$ cat src/rtl/rv32_pkg.sv
// rtl/rv32_pkg.sv - shared RV32 opcode constants, fetch FSM states and reset vector
package rv32_pkg;

    localparam logic [31:0] RESET_PC_DEFAULT = 32'h8000_0000;

    // R-type / I-type
    localparam logic [6:0] OP_OP     = 7'h33;
    localparam logic [6:0] OP_IMM    = 7'h13;
    localparam logic [6:0] OP_LOAD   = 7'h03;
    localparam logic [6:0] OP_JALR   = 7'h67;
    // S / B / J / U
    localparam logic [6:0] OP_STORE  = 7'h23;
    localparam logic [6:0] OP_BRANCH = 7'h63;
    localparam logic [6:0] OP_JAL    = 7'h6F;
    localparam logic [6:0] OP_LUI    = 7'h37;
    localparam logic [6:0] OP_AUIPC  = 7'h17;
    // ENV
    localparam logic [6:0] OP_SYSTEM = 7'h73;

    typedef enum logic [1:0] {
        ST_RUN  = 2'd0,
        ST_WAIT = 2'd1,
        ST_DROP = 2'd2
    } fetch_state_e;

endpackage

$ cat src/rtl/fetch_fifo2.sv
// rtl/fetch_fifo2.sv - two-entry {pc, inst} buffer with push, pop, flush and occupancy count
module fetch_fifo2 (
    input  logic        clk,
    input  logic        rst_n,
    input  logic        flush,
    input  logic        push,
    input  logic [63:0] push_data,
    input  logic        pop,
    output logic [63:0] head_data,
    output logic [1:0]  count
);

    logic [63:0] ent0_q, ent0_d;
    logic [63:0] ent1_q, ent1_d;
    logic        wr_q, wr_d;
    logic        rd_q, rd_d;
    logic [1:0]  count_q, count_d;
    logic        do_push;
    logic        do_pop;

    // A push into a full buffer is legal only when the head leaves in the same cycle.
    assign do_push = push && ((count_q != 2'd2) || pop);
    assign do_pop  = pop && (count_q != 2'd0);

    always_comb begin
        ent0_d  = ent0_q;
        ent1_d  = ent1_q;
        wr_d    = wr_q;
        rd_d    = rd_q;
        count_d = count_q;
        if (flush) begin
            wr_d    = 1'b0;
            rd_d    = 1'b0;
            count_d = 2'd0;
        end else begin
            if (do_push) begin
                if (wr_q) ent1_d = push_data;
                else      ent0_d = push_data;
                wr_d = ~wr_q;
            end
            if (do_pop) rd_d = ~rd_q;
            count_d = count_q + {1'b0, do_push} - {1'b0, do_pop};
        end
    end

    always_ff @(posedge clk or negedge rst_n) begin
        if (!rst_n) begin
            ent0_q  <= '0;
            ent1_q  <= '0;
            wr_q    <= 1'b0;
            rd_q    <= 1'b0;
            count_q <= 2'd0;
        end else begin
            ent0_q  <= ent0_d;
            ent1_q  <= ent1_d;
            wr_q    <= wr_d;
            rd_q    <= rd_d;
            count_q <= count_d;
        end
    end

    assign head_data = rd_q ? ent1_q : ent0_q;
    assign count     = count_q;

endmodule

$ cat src/rtl/ifu32.sv
// rtl/ifu32.sv - RV32 instruction fetch unit with single outstanding request and 2-entry output buffer
module ifu32
    import rv32_pkg::*;
#(
    parameter logic [31:0] RESET_PC   = RESET_PC_DEFAULT,
    parameter int          FIFO_DEPTH = 2
) (
    input  logic        clk,
    input  logic        rst_n,
    input  logic        redirect_valid,
    input  logic [31:0] redirect_pc,
    output logic        imem_req_valid,
    input  logic        imem_req_ready,
    output logic [31:0] imem_req_addr,
    input  logic        imem_rsp_valid,
    input  logic [31:0] imem_rsp_data,
    output logic        out_valid,
    input  logic        out_ready,
    output logic [31:0] out_pc,
    output logic [31:0] out_inst,
    output logic [6:0]  out_opcode,
    output logic [3:0]  out_funct3,
    output logic [7:0]  out_funct7,
    output logic [4:0]  out_rd,
    output logic [4:0]  out_rs1,
    output logic [4:0]  out_rs2
);

    localparam logic [1:0] DEPTH = 2'(FIFO_DEPTH);

    logic [31:0]  fetch_pc_q, fetch_pc_d;
    logic [31:0]  pend_pc_q, pend_pc_d;
    fetch_state_e state_q, state_d;
    logic [1:0]   count;
    logic [63:0]  head_data;
    logic [63:0]  push_data;
    logic         push;
    logic         pop;
    logic         req_fire;

    // Gated by rst_n so no request is presented while reset is held.
    assign imem_req_valid = rst_n && (state_q == ST_RUN) && (count < DEPTH) && !redirect_valid;
    assign imem_req_addr  = fetch_pc_q;
    assign req_fire       = imem_req_valid && imem_req_ready;

    always_comb begin
        state_d    = state_q;
        fetch_pc_d = fetch_pc_q;
        pend_pc_d  = pend_pc_q;
        push       = 1'b0;
        push_data  = {pend_pc_q, imem_rsp_data};
        if (req_fire) begin
            fetch_pc_d = fetch_pc_q + 32'd4;
            pend_pc_d  = fetch_pc_q;
        end
        case (state_q)
            ST_RUN: begin
                // A same-cycle response completes the fetch without leaving RUN.
                if (req_fire) begin
                    if (imem_rsp_valid) begin
                        push      = 1'b1;
                        push_data = {fetch_pc_q, imem_rsp_data};
                    end else begin
                        state_d = ST_WAIT;
                    end
                end
            end
            ST_WAIT: begin
                if (imem_rsp_valid) begin
                    state_d = ST_RUN;
                    push    = !redirect_valid;
                end else if (redirect_valid) begin
                    state_d = ST_DROP;
                end
            end
            ST_DROP: begin
                if (imem_rsp_valid) state_d = ST_RUN;
            end
            default: state_d = ST_RUN;
        endcase
        if (redirect_valid) fetch_pc_d = redirect_pc & ~32'd3;
    end

    always_ff @(posedge clk or negedge rst_n) begin
        if (!rst_n) begin
            state_q    <= ST_RUN;
            fetch_pc_q <= RESET_PC;
            pend_pc_q  <= RESET_PC;
        end else begin
            state_q    <= state_d;
            fetch_pc_q <= fetch_pc_d;
            pend_pc_q  <= pend_pc_d;
        end
    end

    assign pop = out_valid && out_ready && !redirect_valid;

    fetch_fifo2 u_fifo (
        .clk       (clk),
        .rst_n     (rst_n),
        .flush     (redirect_valid),
        .push      (push),
        .push_data (push_data),
        .pop       (pop),
        .head_data (head_data),
        .count     (count)
    );

    assign out_valid  = (count != 2'd0);
    assign out_pc     = head_data[63:32];
    assign out_inst   = head_data[31:0];
    assign out_opcode = out_inst[6:0];
    assign out_rd     = out_inst[11:7];
    assign out_funct3 = {1'b0, out_inst[14:12]};
    assign out_rs1    = out_inst[19:15];
    assign out_rs2    = out_inst[24:20];
    assign out_funct7 = {1'b0, out_inst[31:25]};

endmodule

$ cat config.mk
export PLATFORM = sky130hd
export DESIGN_NAME = ifu32
export DESIGN_NICKNAME = d
export VERILOG_FILES = /design/src/rtl/rv32_pkg.sv /design/src/rtl/fetch_fifo2.sv /design/src/rtl/ifu32.sv
export SDC_FILE = /design/constraint.sdc
export NUM_CORES = 1
export LEC_CHECK = 0
export ABC_AREA = 1
export BUFFER_PORTS_ARGS = -buffer_cell sky130_fd_sc_hd__buf_4
export CAP_MARGIN = 20
export CELL_PAD_IN_SITES_DETAIL_PLACEMENT = 1
export CELL_PAD_IN_SITES_GLOBAL_PLACEMENT = 2
export CORE_MARGIN = 5
export CORE_UTILIZATION = 33
export CTS_CLUSTER_DIAMETER = 200
export DETAILED_ROUTE_END_ITERATION = 10
export PLACE_DENSITY = 0.95
export SYNTH_ARGS = -nofsm -noshare
export SYNTH_HDL_FRONTEND = slang
export SYNTH_SLANG_ARGS = --single-unit
$ cat constraint.sdc
create_clock -name clk -period 2.5 [get_ports clk]
set_input_delay 0.5 -clock clk [delete_from_list [all_inputs] [get_ports clk]]
set_output_delay 0.5 -clock clk [all_outputs]
set_load 0.05 [all_outputs]
==> metrics.csv, run 1 <==
stage,metric,value,unit
outcome,result of the run,finished clean,
routing,wire length after detailed routing,32.1,mm
worst_hold_path,Tightest Hold Check Type,in2async,
clocking,TritonCTS clock tree,yes,
placed_design,final estimated routing congestion in global placement,0.871,
power_and_ir_drop,Worst VDD drop,0.000483,V
sta,setup repair after global routing missed its margin,no,
synthesis,top post-synthesis cells by area,"sky130_fd_sc_hd__dfrtp_1 47%, sky130_fd_sc_hd__nand2_1 27%, sky130_fd_sc_hd__nand3_1 8.0%, sky130_fd_sc_hd__o21ai_0 4.2%, sky130_fd_sc_hd__buf_4 3.2%",
synthesis,"Top FF cell, synth",sky130_fd_sc_hd__dfrtp_1,
placed_design,area post-placement,11700,sq um
placed_design,total half-perimeter wirelength after legalization and detailed placement,22.2,mm
finish,final net count,1630,
synthesis,number of distinct library cells after synthesis,28,
finish,share of post-route cells with drive strength above 1,0.169,
synthesis,synth cell count leaders,"725 x sky130_fd_sc_hd__nand2_1, 188 x sky130_fd_sc_hd__dfrtp_1, 161 x sky130_fd_sc_hd__nand3_1",
worst_setup_path,crit-path cells,inv_2 > buf_12 > nand2_1 > nand2_1 > buf_4,
floorplan,Die Outline Area,34000,sq um
clocking,Clock Pin Slew Worst Setup and Hold Paths,80,ps
grt,number of global-route vias before repair,9949,
routing,number of vias in the routed layout,9610,
worst_setup_path,Crit path buffers/inverters,3,
worst_setup_path,dominant delay contributor by cell family on the critical path,buffers and inverters,
grt,gr ovfl total,0,
clocking,maximum clock path buffer count,2,
synthesis,post-synth top area share,0.468,
floorplan,die extent in y,185,um
finish,number of antenna cells inserted,0,
finish,number of filler instances in the final layout,3777,
routing,number of DRC violations after detailed routing,0,
synthesis,Mean Syn Cell Area,7.03,sq um
synthesis,cell taking the most area after synthesis,sky130_fd_sc_hd__dfrtp_1,
worst_setup_path,sort of element at the start of the critical path,flip-flop,
worst_setup_path,data arrival time of the critical path,1850,ps
floorplan,Die Wd,185,um
synthesis,async set-reset flop share out of synthesis,1.00,
floorplan,Starting Density,0.336,
worst_setup_path,reg2reg end,u_fifo.ent0_q[34]$_DFFE_PN0P_,
sta,period utilization,0.941,
clocking,CTS H-tree lvls,4,
clocking,CTS root buf,sky130_fd_sc_hd__clkbuf_16,
finish,combined flip-flop and latch cell area,4760,sq um
worst_setup_path,length in cells of the worst reg-to-reg path,8,
sta,number of setup violations in the final report,0,
sta,Final TNS setup,0,ps
grt,global-route wire length before repair,52.2,mm
synthesis,most frequent cell after synthesis,sky130_fd_sc_hd__nand2_1,
synthesis,Seq cells post-synth,190,
placed_design,# port buffers,193,
clocking,clock insertion delay at the later pin of the skew report,430,ps
worst_setup_path,"slowest stage delay, CP",410,ps
floorplan,area of the core region,29900,sq um
worst_setup_path,Critical R2R Launch,state_q[1]$_DFFE_PN0P_,
worst_setup_path,R2R setup slack,470,ps
sta,shortest clock period the worst path allows after layout,2350,ps
clocking,Num CTS Buffers,17,
routing,total iterations of the first detailed-routing run,4,
synthesis,synthesized instance count,1429,
sta,final slew viol count,0,
sta,Max Fclk,0.425,GHz
routing,antenna-violating nets left,0,
floorplan,I/O pin count,202,
routing,Iter 0 DRT Violations,627,
worst_setup_path,element type at the critical path end,output port,
finish,area of all placed cells without fillers,12200,sq um
grt,maximum number of pins on one net before global-route repair,153,
floorplan,number of rows created at floorplan,63,
worst_setup_path,maximum fanout encountered on the critical timing path,27,
worst_setup_path,most prevalent standard cell on the critical path,sky130_fd_sc_hd__nand2_1,
job,count of maximum capacitance violations,0,
grt,number of antenna violations at the first check in global routing,0,
sta,relative slew slack,0.409,
sta,slew at the pin with the worst max-slew slack,887,ps
worst_setup_path,worst-path cell with the longest stage delay,sky130_fd_sc_hd__dfrtp_2,
synthesis,share of synthesized area occupied by flip-flops and latches,0.473,
synthesis,Post-synth EDFFs,0,
power_and_ir_drop,pwr/cell area,1120,nW/um^2
grt,all-layer global routing usage,0.189,
synthesis,area of the mapped netlist,10000,sq um
power_and_ir_drop,Static Leak,6.67,nW
sta,worst setup skew after layout,14.5,ps
routing,wire length per cell after detailed routing,16.4,um
worst_setup_path,critical path class,reg2out,
clocking,clock tree sinks,190,
finish,Layout Area Growth over Synthesis,21.8,%
sta,Hold Fails Final Rpt,0,
synthesis,count of warnings emitted by yosys,0,
worst_setup_path,Worst Path Required,2000,ps
routing,average via count per standard cell,4.90,
finish,combined area of the multi-input logic cells,4440,sq um
flip-flops by register name (all words and copies together), names as in the netlist:
| name | flops |
|---|---|
| u_fifo.ent1_q | 62 |
| pend_pc_q | 30 |
| u_fifo.wr_q | 1 |
| u_fifo.ent0_q | 62 |
| state_q | 2 |
| u_fifo.rd_q | 1 |
| u_fifo.count | 2 |
| imem_req_addr | 30 |
placed cells by master (no fill, tap or decap), types with 5 or more instances in the layout:
cell type / synthesis / layout
sky130_fd_sc_hd__clkbuf_16: 0 / 17
sky130_fd_sc_hd__o21ai_0: 85 / 85
sky130_fd_sc_hd__o211ai_1: 9 / 9
sky130_fd_sc_hd__buf_4: 43 / 211
sky130_fd_sc_hd__dfrtp_1: 188 / 186
sky130_fd_sc_hd__nand2_1: 725 / 725
sky130_fd_sc_hd__nor2_1: 51 / 50
sky130_fd_sc_hd__nand3_1: 161 / 159
sky130_fd_sc_hd__inv_1: 66 / 66
sky130_fd_sc_hd__inv_6: 0 / 6
sky130_fd_sc_hd__buf_12: 0 / 5
sky130_fd_sc_hd__conb_1: 1 / 6
cells by family after synthesis:
kind of cell,share of synthesized area
adder cells (fa/ha/maj),0.00374
AND/OR/NAND/NOR,0.376
buffers and inverters,0.0880
XOR/XNOR,0.00436
other,0.000373
AO/OA/AOI/OAI,0.0542
flip-flops,0.473
power by group:
| group | internal (mW) | switching [mW] |
|---|---|---|
| Combinational | 1.79 | 4.66 |
| Clock | 1.41 | 1.30 |
| Sequential | 4.00 | 0.565 |
| Total | 7.20 | 6.53 |
worst max path at each step:
stage,startpoint,to,slack (ps),cells past startpoint
4_1_cts,u_fifo.rd_q$_DFFE_PN0P_,out_pc[12],50,4
2_1_floorplan,redirect_valid,u_fifo.count[1]$_DFF_PN0_,150,10
6_report,u_fifo.rd_q$_DFFE_PN0P_,out_rs1[2],150,5
5_1_grt,u_fifo.rd_q$_DFFE_PN0P_,out_opcode[6],10,5
3_5_place_dp,redirect_valid,u_fifo.ent0_q[24]$_DFFE_PN0P_,300,9
3_3_place_gp,redirect_valid,u_fifo.ent1_q[35]$_DFFE_PN0P_,350,9
cell type report:
type | count | area share
sequential | 190 | 0.389
timing repair buffer | 218 | 0.140
tap | 390 | 0.0399
multi-input combinational | 1061 | 0.363
clock buffer | 17 | 0.0348
clock inverter | 15 | 0.0123
inverter | 69 | 0.0212
repair_timing:
item / CTS / global route
hold buffers: 0 / 0
gates resized for setup: 0 / 1
buffers inserted: 0 / 0
endpoints found under the setup margin: 0 / 13
routing by layer:
layer  part of all wire  wire length, um  track usage  up-vias
met3              0.055             1750       0.0290       23
met5                  0                0            0        -
met1               0.48            15300        0.271     4667
li1                   -                -            -     4675
met2               0.45            14600        0.303      245
met4              0.015              472       0.0467        0
stage by stage:
| stage | setup slack, ps | utilization | instances | hold slack (ps) | total power, mW |
|---|---|---|---|---|---|
| CTS | 54.6 | 0.409 | 1960 | 223 | 13.9 |
| floorplan | 147 | - | 1434 | 204 | 9.34 |
| finish | 147 | 0.410 | 1960 | 219 | 13.7 |
| global placement | 345 | 0.390 | 1928 | 462 | 11.0 |
| global route | 10.3 | 0.410 | 1960 | 250 | 14.5 |
| detailed placement | 298 | 0.390 | 1928 | 465 | 11.1 |
Power figures use the tool's default switching activity.
==> run 2: changes to the inputs <==
Settings changed: CORE_MARGIN 5 to 2.
==> run 2 against run 1 <==
Sequential share of layout area shrank 0.30 points. Final cell count down 0.10%. Final area increased by 0.78%. Fmax is 2.9% higher. Largest cell class unchanged.
==> metrics.csv, run 2 (synthesis results as in run 1) <==
stage,metric,value,unit
placed_design,final estimated routing congestion in global placement,0.851,
grt,maximum number of pins on one net before global-route repair,138,
routing,number of vias in the routed layout,9680,
sta,relative slew slack,0.467,
floorplan,Die Outline Area,31900,sq um
worst_setup_path,R2R setup slack,590,ps
placed_design,total half-perimeter wirelength after legalization and detailed placement,21.5,mm
worst_setup_path,crit-path cells,inv_2 > buf_12 > nand2_1 > nand2_1 > buf_4,
floorplan,die extent in y,179,um
routing,average via count per standard cell,4.94,
routing,Iter 0 DRT Violations,594,
clocking,clock tree sinks,190,
grt,number of antenna violations at the first check in global routing,1,
sta,final slew viol count,0,
floorplan,area of the core region,29800,sq um
worst_setup_path,length in cells of the worst reg-to-reg path,8,
routing,wire length after detailed routing,32.2,mm
floorplan,Die Wd,179,um
grt,gr ovfl total,0,
clocking,Clock Pin Slew Worst Setup and Hold Paths,80,ps
clocking,"Hold-fix buffers, CTS",0,
worst_setup_path,maximum fanout encountered on the critical timing path,40,
finish,Layout Area Growth over Synthesis,22.7,%
power_and_ir_drop,pwr/cell area,1150,nW/um^2
worst_hold_path,Tightest Hold Check Type,in2async,
sta,shortest clock period the worst path allows after layout,2290,ps
worst_setup_path,source of the critical timing path,u_fifo.rd_q$_DFFE_PN0P_,
clocking,CTS root buf,sky130_fd_sc_hd__clkbuf_16,
job,count of maximum capacitance violations,0,
power_and_ir_drop,Overall Power,14.2,mW
worst_setup_path,end of the critical path,out_funct3[2],
grt,number of global-route vias before repair,9895,
worst_setup_path,sort of element at the start of the critical path,flip-flop,
clocking,setup fix buffers added after clock tree synthesis,0,
sta,setup repair after global routing missed its margin,no,
finish,number of filler instances in the final layout,3793,
worst_setup_path,reg2reg end,u_fifo.ent1_q[40]$_DFFE_PN0P_,
clocking,CTS H-tree lvls,4,
worst_setup_path,"slowest stage delay, CP",440,ps
worst_setup_path,most prevalent standard cell on the critical path,sky130_fd_sc_hd__nand2_1,
floorplan,I/O pin count,202,
routing,total iterations of the first detailed-routing run,5,
worst_setup_path,critical path class,reg2out,
worst_setup_path,data arrival time of the critical path,1790,ps
sta,period utilization,0.914,
worst_setup_path,worst-path cell with the longest stage delay,sky130_fd_sc_hd__dfrtp_2,
finish,share of post-route cells with drive strength above 1,0.167,
grt,global-route wire length before repair,51.9,mm
routing,wire length per cell after detailed routing,16.4,um
routing,antenna-violating nets left,0,
finish,final net count,1627,
finish,post-layout util,0.414,
outcome,result of the run,finished clean,
worst_setup_path,Critical R2R Launch,state_q[1]$_DFFE_PN0P_,
sta,slew at the pin with the worst max-slew slack,799,ps
placed_design,# port buffers,193,
sta,Hold Fails Final Rpt,0,
placed_design,area post-placement,11700,sq um
finish,largest registers,"u_fifo.ent0_q (62), u_fifo.ent1_q (62)",
worst_setup_path,Worst Path Required,2000,ps
clocking,maximum clock path buffer count,2,
floorplan,number of rows created at floorplan,63,
clocking,TritonCTS clock tree,yes,
sta,Max Fclk,0.438,GHz
worst_setup_path,element type at the critical path end,output port,
clocking,Num CTS Buffers,17,
sta,number of setup violations in the final report,0,
power_and_ir_drop,Static Leak,6.71,nW
sta,Final TNS setup,0,ps
floorplan,Starting Density,0.337,
clocking,CTS resizes,0,
grt,all-layer global routing usage,0.207,
finish,"commonest cells after routing, fill and taps aside","725 x sky130_fd_sc_hd__nand2_1, 207 x sky130_fd_sc_hd__buf_4, 186 x sky130_fd_sc_hd__dfrtp_1",
finish,"leading cell type in the layout, fill and taps excluded",sky130_fd_sc_hd__nand2_1,
finish,area of all placed cells without fillers,12300,sq um
routing,number of DRC violations after detailed routing,0,
clocking,clock insertion delay at the later pin of the skew report,440,ps
power_and_ir_drop,Worst VDD drop,0.000534,V
sta,worst setup skew after layout,12.0,ps
## run 2: changes by cell type in the layout (fill, tap and decap cells not counted), sizes merged
cell	before	now
buf	217	214
bufinv	1	5
clkinv	3	2
clkinvlp	4	1
diode	0	1
## run 2: cell type report
| cell class | count | area (sq um) | share of cell area |
|---|---|---|---|
| Sequential cell | 190 | 4760 | 0.386 |
| Tap cell | 390 | 488 | 0.0396 |
| Timing Repair Buffer | 215 | 1710 | 0.139 |
| Antenna cell | 1 | 2.50 | 0.000203 |
| Clock inverter | 15 | 244 | 0.0198 |
| Multi-Input combinational cell | 1061 | 4440 | 0.360 |
| Clock buffer | 17 | 425 | 0.0345 |
| Inverter | 69 | 259 | 0.0210 |
## run 2: worst min-delay path by stage
stage / to / depth (start not counted)
detailed placement: u_fifo.ent0_q[62]$_DFFE_PN0P_ / 2
finish: u_fifo.ent0_q[22]$_DFFE_PN0P_ / 2
CTS: imem_req_addr[12]$_DFFE_PN0N_ / 3
global route: imem_req_addr[12]$_DFFE_PN0N_ / 3
global placement: u_fifo.ent0_q[18]$_DFFE_PN0P_ / 2
floorplan: imem_req_addr[10]$_DFFE_PN0N_ / 0
## run 2: routing by layer
| layer | routed length (um) | GRT usage |
|---|---|---|
| met2 | 15000 | 0.347 |
| met5 | 0 | 0 |
| met1 | 15300 | 0.283 |
| met3 | 1520 | 0.0286 |
| met4 | 377 | 0.0491 |
## run 2: power by group
group          total [mW]  internal [mW]  switching (mW)
Clock                3.13           1.82            1.32
Sequential           4.56           4.00           0.561
Combinational        6.46           1.79            4.67
Total                14.2           7.61            6.55
## run 2: through the flow
step,hold slack (ps),instances,worst slack (ps)
final,199,1958,215
after global routing,282,1957,88.9
after CTS,268,1957,178
after detailed placement,465,1925,420
after global placement,462,1925,509
after floorplan,204,1434,147
## run 2: worst max-delay path, delay by kind of cell (launching register included)
kind	cells	cell delay, ps
and+or+nand+nor	2	190
buffers and inverters	3	710
DFF	1	440
